## src/rtl/imm_gen_pipe.sv

```systemverilog
// Pipelined RV32I/RV64I immediate extractor with a two-entry skid buffer.
// Registered in_ready; results leave in acceptance order with their tag.
module imm_gen_pipe #(
  parameter int XLEN     = 32,
  parameter int SIGN_EXT = 1,
  parameter int TAG_W    = 8
) (
  input  logic             clk,
  input  logic             rst_n,
  input  logic             in_valid,
  output logic             in_ready,
  input  logic [31:0]      in_instr,
  input  logic [TAG_W-1:0] in_tag,
  output logic             out_valid,
  input  logic             out_ready,
  output logic [XLEN-1:0]  out_imm,
  output logic [2:0]       out_fmt,
  output logic             out_illegal,
  output logic [TAG_W-1:0] out_tag
);

  localparam logic [2:0] F_NONE = 3'd0;
  localparam logic [2:0] F_I    = 3'd1;
  localparam logic [2:0] F_S    = 3'd2;
  localparam logic [2:0] F_B    = 3'd3;
  localparam logic [2:0] F_U    = 3'd4;
  localparam logic [2:0] F_J    = 3'd5;
  localparam logic [2:0] F_Z    = 3'd6;

  localparam logic SX = (SIGN_EXT != 0);

  logic [6:0]      op;
  logic            s;
  logic            is_i, is_s, is_b, is_j;
  logic            is_u, is_z, is_n;
  logic [31:0]     dec_imm32;
  logic            dec_ext;
  logic [2:0]      dec_fmt;
  logic            dec_ill;
  logic [XLEN-1:0] dec_imm;

  assign op = in_instr[6:0];
  assign s  = SX & in_instr[31];

  assign is_z = (op == 7'b1110011) & in_instr[14];
  assign is_i = (op == 7'b0010011) | (op == 7'b0000011)
              | (op == 7'b1100111)
              | ((op == 7'b1110011) & ~in_instr[14]);
  assign is_s = (op == 7'b0100011);
  assign is_b = (op == 7'b1100011);
  assign is_j = (op == 7'b1101111);
  assign is_u = (op == 7'b0110111) | (op == 7'b0010111);
  assign is_n = (op == 7'b0110011) | (op == 7'b0001111);

  always_comb begin
    dec_imm32 = '0;
    dec_fmt   = F_NONE;
    dec_ill   = 1'b0;
    dec_ext   = 1'b0;
    unique case (1'b1)
      is_i: begin
        dec_imm32 = {{20{s}}, in_instr[31:20]};
        dec_fmt   = F_I;
        dec_ext   = s;
      end
      is_s: begin
        dec_imm32 = {{20{s}}, in_instr[31:25],
                     in_instr[11:7]};
        dec_fmt   = F_S;
        dec_ext   = s;
      end
      is_b: begin
        dec_imm32 = {{19{s}}, in_instr[31], in_instr[7],
                     in_instr[30:25], in_instr[11:8],
                     1'b0};
        dec_fmt   = F_B;
        dec_ext   = s;
      end
      is_j: begin
        dec_imm32 = {{11{s}}, in_instr[31],
                     in_instr[19:12], in_instr[20],
                     in_instr[30:21], 1'b0};
        dec_fmt   = F_J;
        dec_ext   = s;
      end
      is_u: begin
        dec_imm32 = {in_instr[31:12], 12'b0};
        dec_fmt   = F_U;
        dec_ext   = s;
      end
      is_z: begin
        dec_imm32 = {27'b0, in_instr[19:15]};
        dec_fmt   = F_Z;
      end
      is_n: begin
        dec_fmt   = F_NONE;
      end
      default: begin
        dec_ill   = 1'b1;
      end
    endcase
  end

  // Upper RV64 half follows the same fill bit as the 32-bit field.
  assign dec_imm = XLEN'({{32{dec_ext}}, dec_imm32});

  logic             skid_valid;
  logic [XLEN-1:0]  skid_imm;
  logic [2:0]       skid_fmt;
  logic             skid_ill;
  logic [TAG_W-1:0] skid_tag;

  logic in_xfer, load_out, skid_fill, skid_drain;

  assign in_xfer    = in_valid & in_ready;
  assign load_out   = ~out_valid | out_ready;
  assign skid_fill  = ~load_out & in_xfer;
  assign skid_drain = load_out & skid_valid;

  always_ff @(posedge clk or negedge rst_n) begin
    if (!rst_n) begin
      in_ready    <= 1'b0;
      out_valid   <= 1'b0;
      out_imm     <= '0;
      out_fmt     <= '0;
      out_illegal <= 1'b0;
      out_tag     <= '0;
      skid_valid  <= 1'b0;
      skid_imm    <= '0;
      skid_fmt    <= '0;
      skid_ill    <= 1'b0;
      skid_tag    <= '0;
    end else begin
      in_ready <= ~((skid_valid & ~skid_drain) | skid_fill);
      if (load_out) begin
        if (skid_valid) begin
          out_valid   <= 1'b1;
          out_imm     <= skid_imm;
          out_fmt     <= skid_fmt;
          out_illegal <= skid_ill;
          out_tag     <= skid_tag;
          skid_valid  <= 1'b0;
        end else if (in_xfer) begin
          out_valid   <= 1'b1;
          out_imm     <= dec_imm;
          out_fmt     <= dec_fmt;
          out_illegal <= dec_ill;
          out_tag     <= in_tag;
        end else begin
          out_valid   <= 1'b0;
        end
      end else if (in_xfer) begin
        skid_valid <= 1'b1;
        skid_imm   <= dec_imm;
        skid_fmt   <= dec_fmt;
        skid_ill   <= dec_ill;
        skid_tag   <= in_tag;
      end
    end
  end

endmodule

```

## config.mk

```make
export PLATFORM = sky130hd
export DESIGN_NAME = imm_gen_pipe
export DESIGN_NICKNAME = d
export VERILOG_FILES = /design/src/rtl/imm_gen_pipe.sv
export SDC_FILE = /design/constraint.sdc
export NUM_CORES = 1
export LEC_CHECK = 0
export ABC_AREA = 1
export CORE_MARGIN = 8
export CORE_UTILIZATION = 31
export CTS_BUF_LIST = sky130_fd_sc_hd__clkbuf_16
export DETAILED_ROUTE_END_ITERATION = 10
export PLACE_DENSITY = 0.52
export SETUP_SLACK_MARGIN = 0.5
export SYNTH_ARGS = -nofsm -noshare
export SYNTH_HDL_FRONTEND = slang
export SYNTH_SLANG_ARGS = --single-unit
```

## constraint.sdc

```tcl
create_clock -name clk -period 3.15 [get_ports clk]
set_clock_uncertainty 0.05 [all_clocks]
set_input_delay 0.63 -clock clk [delete_from_list [all_inputs] [get_ports clk]]
set_output_delay 0.63 -clock clk [all_outputs]
set_load 0.01 [all_outputs]
```

Word level (Yosys, flattened, before mapping) --
Index checks and enable logic that the tools add are counted.
Storage, ports and cells: register bits after elaboration 91, bits of input ports 44, output and inout port bits 46, word-level logic and storage cells 60
Cells by class: equality and inequality tests 11, multiplexer cells 15, bitwise gates (word level) 18, reduce and logical (&&, ||, !) cells 5
Operators by type and width (number):
- 32-bit one-hot mux with 6 select lines | 1
- 32-bit 2-to-1 mux | 2
- 7-bit == test (second input constant) | 4
- 7-bit by 6-bit == test with 1-bit output (second input constant) | 3
- 3-bit one-hot mux with 6 select lines | 1
- 8-bit 2-to-1 mux | 2
- 7-bit by 5-bit == test with 1-bit output (second input constant) | 2
- 7-bit by 2-bit == test with 1-bit output (second input constant) | 1
- 7-bit by 4-bit == test with 1-bit output (second input constant) | 1
- 1-bit 2-to-1 mux | 7
- 1-bit bitwise OR | 7
- 7-bit OR reduction | 1
- 1-bit AND | 6
- 3-bit 2-to-1 mux | 2
- 1-bit NOT | 5
- 2-bit AND reduction | 2
- 2-bit nonzero test | 2

Depth between registers and ports, before layout --
Gate-level depths: netlist (run 1).
depth after elaboration 8, mapped depth 12, mapped depth without buffers 11

Worst setup path after synthesis (run 1) --
Ideal clock, no wire load.
kind in2reg, start point input in_instr[1], end point register out_imm[8], library setup time 77 ps, data arrival time 1540 ps, required time 3023 ps, path slack 1483 ps, stages 9, buffers on the path 1, cell sequence nand2_2 -> nor2_1 -> nand2_2 -> nand2_2 -> inv_2 -> nand3_2 -> buf_6 -> nand3_1 -> a21oi_1
Between the ends: longest elaborated chain between the ends 7, elaborated cells between the ends (all ways) 18, those cells by class eq/ne: 9; mux: 3; bitwise: 6
Ends and longest elaborated chain:
- start, declared | RTL line 12 | input logic [31:0] in_instr,
- 7-bit by 5-bit == test with 1-bit output / 7-bit by 2-bit == test with 1-bit output (equally long branches) | RTL line 46 | assign is_i = (op == 7'b0010011) | (op == 7'b0000011)
- 1-bit bitwise OR | RTL line 46
- 1-bit bitwise OR | RTL line 47 | | (op == 7'b1100111)
- 1-bit bitwise OR | RTL line 48 | | ((op == 7'b1110011) & ~in_instr[14]);
- 32-bit one-hot mux with 6 select lines * | RTL line 60 | unique case (1'b1)
- 32-bit 2-to-1 mux * | RTL line 143 | end else if (in_xfer) begin
- 32-bit 2-to-1 mux * | RTL line 136 | if (skid_valid) begin
- end signal, assigned | RTL line 138 | out_imm <= skid_imm;
- end signal, assigned | RTL line 145 | out_imm <= dec_imm;
- end, declared | RTL line 16 | output logic [XLEN-1:0] out_imm,
Mark *: on every way between the ends. The rest lies on a longest branch, timed or not. The select of a mux whose other input is x is not followed. A chain may end at the register's enable or synchronous reset.

Final worst setup path (run 1) --
start point input in_instr[4], end point register out_imm[15]
The elaborated chain is that of the path after synthesis.

==> metrics.yaml, run 1 <==
cts-root-buf: "clkbuf_16"
grt_max_degree: 57
grt_pass1_vias: 4012
die_width_um: 136
vias: 4001
hp-class: "input pin to async pin"
num_antenna_cells: 0
final_core_util_pct: 40.5
wl_per_cell_um: 15.0
rsz0062_at_grt: "false"
wl_um: 12600
n_fill_cell: 1487
yosysTopAreaCell: "dfrtp_1"
vias_per_cell: 4.75
worstPathRequired_ps: 3340
critPathLaunchType: "input pin"
num_rows: 44
ys_types: 22
synth_edf_count: 0
layout_worst_path_cycle_share_pct: 69.3
ys_async_sr_fraction_pct: 100
die_h_um: 136
path_clk_slew_ps: 70
synthesis.nets: 624
power.total_w: 0.00379
cts_setup_buffers: 0
max_freq_mhz: 458
clock-sinks: 91
yosys_warnings: 0
syn-cell-area_mm2: 0.00446
place_hpwl_um: 8740
worstMarginPinSlew_ps: 738
numCtsBuffers: 9
grt_usage_pct: 14.3
portBuffers: 89
synth_top_area_share_pct: 51.1
yosysMostFrequentCell: "nand2_1"
cts_tree: "yes"
post-route-drc-count: 0
irDropWorstVdd_uv: 286
cellPowerDensity_mw_per_mm2: 655
grt_antenna_before_repair: 0
multi_input_area_mm2: 0.00191
p_leak_nw: 2.86
yosys_register_bits: 91
syn_inst: 580
worst_slack_ps: 967
syn2layout_area_growth_pct: 29.9
drv_slew: 0
maxCapViolations: 0
dieArea_mm2: 0.0185
grt-ovfl-total: 0
fin_crit_ps: 2180
crit_path_end_kind: "register"
synthTopCellsByCount: "nand2_1, nor2_1, dfrtp_1"
place_congestion: 0.827
final_hold_viol_count: 0
nNetsFinal: 698
syn_avg_cell_area_um2: 7.69
ctsHtreeMaxLevel: 3
initial_core_util_pct: 31.1
critPathKind: "input pin to register"
pin_count: 90
ctsResizeCount: 0
drtPass1Iterations: 6
synthTopCellsByArea: "dfrtp_1, nand2_1, nor2_1"
maxSlewHeadroom_pct: 50.8
arrival_ps: 2380
outcome: "completed"
cts_hold_buf: 0
path_max_fanout: 40
setup_viol_count_final: 0
ant_nets: 0
synth-main-ff-cell: "dfrtp_1"
tns_ps: 0
seq_area_frac_synth_pct: 51.1
post-place-ws_ps: 603
clk_latency_ps: 350
drive_gt1_share_pct: 6.68
grt_pass1_wl_um: 20900
initialDrtViolationCount: 284
ctsLongestPathBuffers: 2
seqCellArea_mm2: 0.00228
coreArea_mm2: 0.0143
-- logic make-up after synthesis --
kind of cell / count (synthesis) / synth area share [%]
simple gates: 354 / 33.1
compound gates: 76 / 9.57
flops: 91 / 51.1
buf+inv: 59 / 6.20
-- per-stage QoR --
stage	hold WS (ps)	std cells	instance area (µm²)
after global placement	404	827	5480
after global routing	358	843	5790
after detailed placement	411	827	5480
final	302	843	5790
after CTS	330	843	5790
after floorplan	284	580	4460
-- per-layer routing --
metal,vias up,track usage (%),wire [µm]
met3,12,3.66,756
met5,-,0,0
met1,1873,18.5,5990
met2,97,22.3,5680
li1,2019,-,-
met4,0,5.67,199
-- sequential cells by signal (all words and copies together) (netlist names) --
register	flops
out_valid	1
out_imm	32
out_tag	8
skid_tag	8
skid_ill	1
in_ready	1
out_fmt	3
skid_imm	32
skid_fmt	3
out_illegal	1
skid_valid	1
-- power breakdown --
group / switching (W) / total, W / internal (W)
clock network: 0.000452 / 0.00114 / 0.000684
registers: 0.000165 / 0.00164 / 0.00147
logic: 0.000520 / 0.00102 / 0.000498
total: 0.00114 / 0.00379 / 0.00265
-- worst max-delay path, stage by stage --
cell             delay [ps]
clkdlybuf4s50_1         540
inv_2                    70
nand2_4                  80
nor2_4                   60
nand2_2                  80
nand2_2                  60
nor2_4                  150
nand2_2                  80
nand2_4                 320
nand3_1                 130
nand2_1                 110
nand2_1                  60
-- path summary, 6_finish.rpt --
check | startpoint | endpoint | slack (ps) | cells after the start
min in group clk | skid_tag[2] | skid_tag[2] | 420 | 2
worst min register to register | skid_tag[2] | skid_tag[2] | 420 | 2
worst min-delay path | rst_n | out_imm[25] | 300 | 1
worst max register to register | skid_valid | out_tag[1] | 1240 | 6
worst max-delay path | in_instr[4] | out_imm[15] | 970 | 12
max in group asynchronous | rst_n | out_fmt[2] | 2080 | 2
-- final cells by class --
type | instances | area share, %
inverters | 26 | 1.69
clock inverters | 7 | 1.43
well taps | 184 | 3.98
flip-flops and latches | 91 | 39.3
repair buffers | 96 | 16.7
multi-input cells | 430 | 33.0
clock buffers | 9 | 3.89
-- cells in the final DEF (no fill, tap or decap), drive strengths merged --
cell,n
clkinvlp,1
dfrtp,91
inv,26
a31oi,34
buf,8
clkbuf,9
o21ai,5
nand4,3
clkinv,4
clkdlybuf4s50,88
nor2,110
a21oi,36
a41oi,1
nor3,2
nand3,55
bufinv,2
nand2,184
(Power assumes the default switching activity.)
==> run 2, diff against run 1 <==
==> constraint.sdc (replaced) <==
create_clock -name clk -period 2.05 [get_ports clk]
set_clock_uncertainty 0.05 [all_clocks]
set_input_delay 0.41 -clock clk [delete_from_list [all_inputs] [get_ports clk]]
set_output_delay 0.41 -clock clk [all_outputs]
set_load 0.01 [all_outputs]
==> metrics.yaml, run 2 (synthesis results as in run 1) <==
cellPowerDensity_mw_per_mm2: 894  # +37%
coreArea_mm2: 0.0143  # unchanged
initialDrtViolationCount: 272  # -4.2%
path_cells: "dlygate4sd2_1"
cts-root-buf: "clkbuf_16"
dieArea_mm2: 0.0185  # unchanged
num_antenna_cells: 0  # unchanged
die_width_um: 136  # unchanged
critPathKind: "register to output port"
portBuffers: 89  # unchanged
vias: 4197  # +4.9%
max_freq_mhz: 661
grt-ovfl-total: 0  # unchanged
worst_slack_ps: 536  # -431 ps
wl_per_cell_um: 15.3  # +2.2%
outcome: "completed"
grt_usage_pct: 15.0  # +0.72 points
clock-sinks: 91  # unchanged
switchingPower_w: 0.00178  # +57%
cts_tree: "yes"
fin_crit_ps: 1510
worstMarginPinSlew_ps: 497  # -242 ps
hp-class: "register to register"
clk_latency_ps: 350  # about the same
initial_core_util_pct: 31.1  # unchanged
nNetsFinal: 736  # +5.4%
ctsLongestPathBuffers: 2  # unchanged
tns_ps: 0  # unchanged
dr_wl_met2_um: 6380  # +12%
maxCapViolations: 0  # unchanged
grt_antenna_before_repair: 0  # unchanged
crit_path_end_kind: "output port"
setup_viol_count_final: 0  # unchanged
p_int_w: 0.00375  # +41%
final_hold_viol_count: 0  # unchanged
slowest_delay_ps: 410  # -130 ps
seqCellArea_mm2: 0.00228  # unchanged
pin_count: 90  # unchanged
dp.cells: 849  # +2.7%
place_hpwl_um: 9010  # +3.2%
num_rows: 44  # unchanged
arrival_ps: 1050  # -1330 ps
path_clk_slew_ps: 60  # about the same
worstPathRequired_ps: 1590  # -1750 ps
multi_input_area_mm2: 0.00201  # +5.1%
cp_top_family: "flip-flops"
layout_common_cells: "nand2_1, nor2_1, dfrtp_1"
reg_top3: "out_imm: 32 flops, skid_imm: 32 flops"
p_comb_share_pct: 27.4  # +0.5 points
stdcell_count: 881  # +4.5%
final_common_cell: "nand2_1"
ant_nets: 0  # unchanged
path_buf_inv: 1  # -1
wl_met3_um: 825  # +9.1%
place_congestion: 0.839  # +1.5%
drive_gt1_share_pct: 15.5  # +8.8 points
cpMaxStageDelayCell: "dfrtp_1"
die_h_um: 136  # unchanged
post-place-ws_ps: -156  # -759 ps
vias_per_cell: 4.76  # +0.37%
grt_max_degree: 47  # -18%
path_max_fanout: 2  # -95%
met1_length_um: 6010  # +0.42%
holdWs_ps: 425  # +123 ps
n_fill_cell: 1459  # -1.9%
p_leak_nw: 3.23  # +13%
drtPass1Iterations: 4  # -2
wl_um: 13500  # +6.8%
p_sw_share_pct: 32.2  # +2.2 points
drv_slew: 0  # unchanged
numCtsBuffers: 9  # unchanged
critPathLaunchType: "register"
syn2layout_area_growth_pct: 38.9
post-route-drc-count: 0  # unchanged
highest_layer: "met4"
maxSlewHeadroom_pct: 66.9  # +16 points
irDropWorstVdd_uv: 428  # +49%
rsz0062_at_grt: "true"
layout_worst_path_cycle_share_pct: 73.8
power.total_w: 0.00554  # +46%
ctsHtreeMaxLevel: 3  # unchanged
seqPwrFrac_pct: 45.4  # +2.2 points
grt_pass1_vias: 4252  # +6.0%
grt_pass1_wl_um: 21900  # +4.6%
pwr-share-clk_pct: 27.3  # -2.7 points
run 2: changes by cell type in the layout (fill, tap and decap cells not counted), sizes merged:
cell           delta
buf              +37
bufbuf            +1
bufinv            -2
clkbuf            +5
clkdlybuf4s50    -54
clkinvlp          +1
dlygate4sd2      +47
dlygate4sd3       +1
inv               +2
run 2: timing repair:
item	CTS	global route
buffers inserted	6	5
cloned	3	1
hold endpoints to repair	34	0
gates resized for setup	81	25
setup endpoints to repair	118	67
pin swaps	8	11
hold buffers	1	0
run 2: routing by layer:
layer  global-route usage (%)  up-vias
li1                         -     2109
met1                     18.5     1970
met2                     24.4      101
met3                     3.88       17
met4                     6.16        0
met5                        0        -
run 2: final cells by class:
type | instances | share of cell area, %
timing repair buffer | 133 | 21.0
clock inverter | 7 | 0.586
multi-input combinational | 430 | 32.4
clock buffer | 9 | 3.64
sequential | 91 | 36.8
tap | 184 | 3.72
timing repair inverter | 1 | 0.121
inverter | 26 | 1.72
run 2: power by group through the flow:
stage	registers [W]	clock network [W]	logic, W
floorplan	0.00260	0	0.000720
global placement	0.00254	0	0.00160
detailed placement	0.00255	0	0.00163
CTS	0.00252	0.00157	0.00151
global route	0.00258	0.00164	0.00171
finish	0.00251	0.00151	0.00152
run 2: final timing paths:
kind,from,end,slack (ps),cells past startpoint
hold reg to reg,out_imm[12],out_imm[12],420,2
setup / recovery,out_imm[4],out_imm[4],540,1
max in group asynchronous,rst_n,skid_valid,800,3
hold / removal,out_imm[12],out_imm[12],420,2
min in group asynchronous,rst_n,out_imm[31],530,2
setup reg to reg,in_ready,out_imm[2],670,7
run 2: through the flow:
| stage | utilization, % | area (µm²) |
|---|---|---|
| floorplan | - | 4460 |
| global placement | 39.7 | 5690 |
| detailed placement | 39.7 | 5690 |
| CTS | 42.6 | 6100 |
| global route | 43.3 | 6190 |
| finish | 43.3 | 6190 |
==> run 3, diff against run 2 <==
==> constraint.sdc (replaced) <==
create_clock -name clk -period 1.45 [get_ports clk]
set_clock_uncertainty 0.05 [all_clocks]
set_input_delay 0.29 -clock clk [delete_from_list [all_inputs] [get_ports clk]]
set_output_delay 0.29 -clock clk [all_outputs]
set_load 0.01 [all_outputs]
==> metrics.yaml, run 3 (synthesis results as in run 1) <==
numCtsBuffers: 9  # unchanged
ctsHtreeMaxLevel: 3  # unchanged
holdWs_ps: 249  # -175 ps
syn2layout_area_growth_pct: 85.0
num_rows: 44  # unchanged
ant_nets: 0  # unchanged
finalInstanceArea_mm2: 0.00825  # +33%
drv_slew: 0  # unchanged
nNetsFinal: 826  # +12%
dieArea_mm2: 0.0185  # unchanged
layout_common_cells: "nand2_1, dfrtp_1, buf_4"
grt_pass1_wl_um: 24600  # +12%
grt-ovfl-total: 0  # unchanged
worstPathRequired_ps: 1670  # +80 ps
clock-sinks: 91  # unchanged
final_core_util_pct: 57.6  # +14 points
final_hold_viol_count: 0  # unchanged
layout_worst_path_cycle_share_pct: 99.4
hp-class: "input pin to async pin"
worstMarginPinSlew_ps: 340  # -157 ps
initial_core_util_pct: 31.1  # unchanged
reg_top3: "out_imm: 32 flops, skid_imm: 32 flops"
critPathLaunchType: "input pin"
drtPass1Iterations: 5  # +1
maxCapViolations: 0  # unchanged
critPathKind: "input pin to register"
grt_usage_pct: 16.8  # +1.8 points
crit_path_end_kind: "register"
ctsLongestPathBuffers: 2  # unchanged
grt_max_degree: 49  # +4.3%
rsz0062_at_grt: "true"
portBuffers: 89  # unchanged
irDropWorstVdd_uv: 830  # +94%
outcome: "completed"
post-route-drc-count: 0  # unchanged
p_leak_nw: 4.14  # +28%
arrival_ps: 1660  # +610 ps
final_common_cell: "nand2_1"
path_clk_slew_ps: 60  # about the same
path_max_fanout: 9  # +7
cts-root-buf: "clkbuf_16"
maxSlewHeadroom_pct: 77.1  # +10 points
vias_per_cell: 4.97  # +4.4%
fin_crit_ps: 1440
power.total_w: 0.00982  # +77%
num_antenna_cells: 0  # unchanged
place_hpwl_um: 9460  # +4.9%
drive_gt1_share_pct: 47.1  # +32 points
die_width_um: 136  # unchanged
dpl_cell_area_mm2: 0.00622  # +9.4%
die_h_um: 136  # unchanged
coreArea_mm2: 0.0143  # unchanged
cellPowerDensity_mw_per_mm2: 1190  # +33%
setup_viol_count_final: 0  # unchanged
clk_latency_ps: 350  # about the same
wl_per_cell_um: 16.8  # +10%
grt_antenna_before_repair: 0  # unchanged
max_freq_mhz: 694
cts_tree: "yes"
vias: 4830  # +15%
pin_count: 90  # unchanged
initialDrtViolationCount: 376  # +38%
grt_pass1_vias: 4787  # +13%
wl_um: 16300  # +21%
place_congestion: 0.808  # -3.7%
run 3: critical path: stages:
cell and delay (ps):
buf_6 90, buf_6 120, nor2_4 150, nand2_4 90, nor3_4 190, inv_2 80
nand2_4 90, nand2_8 90, buf_12 150, buf_16 140, a31oi_2 170
run 3: report_power, final:
group,internal [W],switching [W]
logic,0.00194,0.00177
clock network,0.00149,0.000997
registers,0.00320,0.000421
total,0.00663,0.00319
run 3: metal layers:
layer,share of wire (%),global-route usage [%],up-vias
li1,-,-,2300
met5,0,0,-
met2,51,29.0,125
met1,41,20.1,2372
met3,5.4,4.14,33
met4,2.4,5.37,0
run 3: cell type report:
cell class	instances	area [µm²]
Fill cell	1214	6070
Multi-Input combinational cell	432	2850
Timing Repair Buffer	222	2410
Sequential cell	91	2280
Tap cell	184	230
Clock buffer	9	225
Inverter	26	166
Clock inverter	7	86.3
run 3: timing repair:
action                                 4_1_cts  5_1_grt
endpoints found under the hold margin       91        0
setup buffers                               39       22
pin swaps                                   32       39
hold buffers                                 1        0
cloned                                      11        8
setup endpoints to repair                  136      136
gates resized for setup                    288      143
run 3: path summary, 6_finish.rpt:
path                        startpoint            to  slack [ps]  depth (start not counted)
min                              rst_n   out_imm[13]         250                          2
min in group clk              in_valid      in_ready         400                          5
max reg2reg                  out_valid  skid_imm[27]          20                          9
min reg2reg                skid_tag[6]   skid_tag[6]         420                          2
max in group asynchronous        rst_n   skid_tag[4]         620                          3
max                        in_instr[3]  skid_imm[18]           9                         11
run 3: per-stage QoR:
| step | std cells | TNS, ps | worst slack, ps |
|---|---|---|---|
| floorplan | 580 | 0 | 166 |
| global route | 971 | -1850 | -82.5 |
| CTS | 941 | 0 | 11.3 |
| global placement | 874 | -44080 | -672 |
| detailed placement | 874 | -45810 | -682 |
| finish | 971 | 0 | 9.37 |
